File: src/rtl/ripple_carry.sv
// ripple_carry: n-bit ripple-carry adder with registered sum, carry-out and signed-overflow flag.
// Latency: 1 cycle from an in_valid capture edge to out_valid; throughput is one result per cycle.
// Backpressure: none; every in_valid cycle is accepted, and outputs hold while in_valid is low.
// Optional feature: define RIPPLE_CARRY_OVF_EN to build the overflow flag, otherwise ovf is tied to 0.
module ripple_carry #(
   parameter int n = 8
) (
   input  logic         clk,
   input  logic         rst_n,
   input  logic [n-1:0] A,
   input  logic [n-1:0] B,
   input  logic         c,
   input  logic         in_valid,
   output logic [n-1:0] sum,
   output logic         c_out,
   output logic         ovf,
   output logic         out_valid
);

   // k[i] is the carry into stage i; k[n] is the carry out of the MSB.
   logic [n:0]   k;
   logic [n-1:0] s;

   assign k[0] = c;

   // Chain of full adders; each stage waits on the carry from the stage below.
   for (genvar i = 0; i < n; i++) begin : g_fa
      assign s[i]   = A[i] ^ B[i] ^ k[i];
      assign k[i+1] = (A[i] & B[i]) | (A[i] & k[i]) | (B[i] & k[i]);
   end

   // Result registers: load on in_valid, hold otherwise; reset clears them at once.
   always_ff @(posedge clk or negedge rst_n) begin
      if (!rst_n) begin
         sum   <= '0;
         c_out <= 1'b0;
      end else if (in_valid) begin
         sum   <= s;
         c_out <= k[n];
      end
   end

   // Output qualifier tracks the previous cycle's in_valid.
   always_ff @(posedge clk or negedge rst_n) begin
      if (!rst_n) begin
         out_valid <= 1'b0;
      end else begin
         out_valid <= in_valid;
      end
   end

`ifdef RIPPLE_CARRY_OVF_EN
   logic ovf_q;

   // Signed overflow: carry into the MSB differs from carry out of it (for n=1, k[0] is c).
   always_ff @(posedge clk or negedge rst_n) begin
      if (!rst_n) begin
         ovf_q <= 1'b0;
      end else if (in_valid) begin
         ovf_q <= k[n] ^ k[n-1];
      end
   end

   assign ovf = ovf_q;
`else
   assign ovf = 1'b0;
`endif

endmodule

File: config.mk
export PLATFORM = sky130hd
export DESIGN_NAME = ripple_carry
export DESIGN_NICKNAME = d
export VERILOG_FILES = /design/src/rtl/ripple_carry.sv
export SDC_FILE = /design/constraint.sdc
export NUM_CORES = 1
export LEC_CHECK = 0
export ABC_AREA = 1
export CELL_PAD_IN_SITES_DETAIL_PLACEMENT = 0
export CELL_PAD_IN_SITES_GLOBAL_PLACEMENT = 1
export CORE_UTILIZATION = 24
export CTS_CLUSTER_SIZE = 24
export DETAILED_ROUTE_END_ITERATION = 8
export PLACE_DENSITY = 0.71
export REMOVE_ABC_BUFFERS = 1
export SYNTH_ARGS = -nofsm -noshare
export SYNTH_HDL_FRONTEND = slang
export SYNTH_SLANG_ARGS = --single-unit
File: constraint.sdc
create_clock -name clk -period 0.8 [get_ports clk]
set_clock_uncertainty 0.05 [all_clocks]
set_input_delay 0.16 -clock clk [delete_from_list [all_inputs] [get_ports clk]]
set_output_delay 0.16 -clock clk [all_outputs]
set_load 0.02 [all_outputs]
==> After elaboration in Yosys (flattened, before gate mapping) <==
Cells that the tools add are included.
{ "totals": {"ff_bits": 10, "input_bits": 20, "out_inout_bits": 11, "word_cells": 59} }
{ "classes": {"n_bitwise": 56} }
{ "ops": {"columns": ["cell", "count"], "rows": [
  ["AND 1 bit", 24],
  ["bitwise OR 1 bit", 16],
  ["XOR 1 bit", 16]
]} }

==> Depth between registers and ports, before layout <==
{ "depth": {"depth_word": 24, "ltp_mapped": 14, "ltp_nobuf": 14} }

==> Least setup slack after synthesis <==
Ideal clock, no wire load.
{ "synth_timing": {"kind": "input port to flip-flop", "startpoint": "in A[0]", "endpoint": "reg sum[7]", "setup_ns": 0.065, "arrival_ns": 3.262, "t_required_ns": 0.685, "path_slack_ns": -2.577, "cell_stages": 14, "path_buffers": 0, "path_cell_list": "inv_1 fa_1 inv_1 fa_1 fa_1 fa_1 fa_1 fa_1 fa_1 inv_1 fa_1 inv_1 nand2_1 nand2_1"} }
{ "synth_via": {"elab_chain_len": 22, "word_cells_on_any_way": 29, "cone_classes": "bitwise: 29"} }
{ "synth_lines": {"columns": ["item", "line", "source"], "rows": [
  ["from (decl)", "10", "input logic [n-1:0] A,"],
  ["AND 1 bit", "29", "assign k[i+1] = (A[i] & B[i]) | (A[i] & k[i]) | (B[i] & k[i]);"],
  ["bitwise OR 1 bit * (2 in series)", "29", null],
  ["AND 1 bit", "29", null],
  ["bitwise OR 1 bit", "29", null],
  ["bitwise OR 1 bit *", "29", null],
  ["AND 1 bit", "29", null],
  ["bitwise OR 1 bit", "29", null],
  ["bitwise OR 1 bit *", "29", null],
  ["[5 not listed]", null, null],
  ["bitwise OR 1 bit *", "29", null],
  ["AND 1 bit", "29", null],
  ["bitwise OR 1 bit", "29", null],
  ["bitwise OR 1 bit *", "29", null],
  ["AND 1 bit", "29", null],
  ["bitwise OR 1 bit", "29", null],
  ["bitwise OR 1 bit *", "29", null],
  ["XOR 1 bit *", "28", "assign s[i] = A[i] ^ B[i] ^ k[i];"],
  ["to (signal assigned)", "38", "sum <= s;"],
  ["to (decl)", "14", "output logic [n-1:0] sum,"]
]} }
Every way passes the cells marked *; elsewhere a longest branch is shown, timed or not.
A chain may end at the register's enable or synchronous reset.

==> Worst setup path after layout <==
Ends and elaborated chain as after synthesis.

==> results.cfg <==
[outcome]
status = finished, violations left
violations = setup timing

[sta]
timing.setup.tns_ps = -12450
fmax_ghz = 0.328
slew_violations = 0
final-setup-viol-count = 19
min_period_ps = 3050
finalCritPeriodShare_pct = 381
rsz0062_at_grt = yes
finalHoldViolations = 0
layout_setup_ws_ps = -2250
whs_ps = 178

[clock_tree]
clock_latency_ps = 250
cts_tree = done
root_buffer = clkbuf_4
hold_buffers = 0
numClockSinks = 10
clockBufferDepth = 2
numCtsBuffers = 3
htreeDepth = 1
path_clk_slew_ps = 50

[logic_synthesis]
synth_compound_area_share_pct = 0
muxShareOfSynthArea_pct = 0
postSynthRegisterBits = 10
synthesis.area_um2 = 576
synth_adder_area_share_pct = 27.8
ys_seq_area_share_pct = 43.5
yosys_warnings = 0
synth_area_leader_cell = dfrtp_1
synth_top_family_by_area = adder cells
yosysUniqueCellTypes = 8
synthTopCellsByArea = dfrtp_1 43%, fa_1 28%, nand2_1 18%
synth-simple-area-share_pct = 17.6
synthXorXnorAreaFrac_pct = 0
postSynthAreaPerCell_um2 = 9.76
synth.top_cell.area_share_pct = 43.5
syn_inst = 59

[grt]
grt_start_max_net_pins = 11
grt_pass1_wl_um = 1990
antenna_found_initial = 0
grt_remaining_overflow = 0
grt_pass1_vias = 475
grt_usage_pct = 10.8

[cells_and_area]
multi_input_area_um2 = 283
area_delta_synth_final_pct = 80.0
mostFrequentLayoutCell = nand2_1
layout_common_cells = 27 x nand2_1, 14 x clkdlybuf4s50_1, 13 x buf_6
drive_gt1_share_pct = 41.0
register_area_um2 = 250
fillers = 225
finish.instance_area_um2 = 1040
final_net_count = 130
antenna_cells = 0

[power_and_ir_drop]
irDropWorstVdd_mv = 0.919
power_uw = 1680
power_leakage_uw = 0.000523
p_per_area_nw_per_um2 = 1620

[setup_path]
worstPathMaxFanout = 1
worst-endpoint-required_ps = 950
reg2reg_slack_ps = 0
crit_path_top_delay_cell = fa_1
cp_cell_sequence = buf_6 -> inv_4 -> fa_2 -> inv_2 -> fa_2 -> fa_2 -> fa_2 -> fa_2 -> fa_2 -> fa_2 -> inv_2 -> fa_1 -> inv_1 -> nand2_1 -> nand2_1
cp_top_family = adder cells
cpPeakStageDelay_ps = 410
r2r_start = sum[3]
critPathMostFrequentCell = fa_2
path_class = input port to flop
crit_start = A[0]
cp.arrival_ps = 3190
cp_num_buf_inv = 5
cp-start-kind = input port
cp-end-kind = flop

[drt]
routed_wl_um = 1090
dr.pass1.iters = 2
drt-initial-drc-count = 9
via_per_inst = 3.82
wl_per_cell_um = 8.48
ant_nets = 0
route.detailed.drc = 0
dr_total_vias = 489

[placed_design]
postPlaceCellArea_um2 = 947
port_buffers = 29
gp_congestion = 0.706
hpwl_um = 932

[run]
cap_violations = 0

[worst_hold_path]
hold_path.class = input port to async pin

[floorplanning]
core-area_um2 = 2230
die_h_um = 51.0
initial_core_util_pct = 25.8
die_width_um = 51.0
ios = 31
dieArea_um2 = 2600
row_count = 17
-- sequential cells by signal (all words and copies together) (netlist names) --
register,count
c_out,1
out_valid,1
sum,8
-- what timing repair did --
action | CTS | global route
gates resized for setup | 86 | 3
setup endpoints to repair | 19 | 19
pin swaps | 18 | 10
setup buffers | 2 | 3
-- cell usage after synthesis --
library cell,n
buf_4,1
buf_6,1
conb_1,1
dfrtp_1,10
fa_1,8
inv_1,10
inv_2,1
nand2_1,27
-- path summary, 6_finish.rpt --
path	to	cells past startpoint
setup / recovery	sum[7]	15
max in group asynchronous	sum[6]	2
min in group clk	sum[0]	6
setup reg to reg	sum[3]	3
hold / removal	sum[0]	2
hold reg to reg	sum[5]	2
-- stage by stage --
stage / setup slack [ps] / std cells / util (%)
3_5_place_dp: -3130 / 121 / 42.4
3_3_place_gp: -3110 / 121 / 42.4
5_1_grt: -2360 / 128 / 46.4
6_report: -2250 / 128 / 46.4
4_1_cts: -2440 / 125 / 45.0
2_1_floorplan: -2580 / 57 / -
-- layout make-up --
cell class                      count  area share, %
Timing Repair Buffer               40           38.5
Inverter                           11           4.47
Clock buffer                        3           2.17
Sequential cell                    10           24.2
Tap cell                           28           3.38
Multi-Input combinational cell     36           27.3
-- layer usage --
layer	global-route usage, %	share of wire, %	vias up
met2	18.6	52	19
met3	4.46	6.4	2
met1	11.2	39	223
met5	0	0	-
li1	-	-	245
met4	5.56	2.5	0
-- power breakdown --
group          leakage, uW  internal [uW]  switching [uW]
Combinational     0.000388            418             308
Clock            0.0000138            172             141
Sequential        0.000121            588            55.7
Total             0.000523           1180             505
-- cells by family after synthesis --
| family | after synthesis |
|---|---|
| adders and majority gates | 8 |
| buffers and inverters | 13 |
| DFF | 10 |
| other | 1 |
| and+or+nand+nor | 27 |
Power figures use the tool's default switching activity.
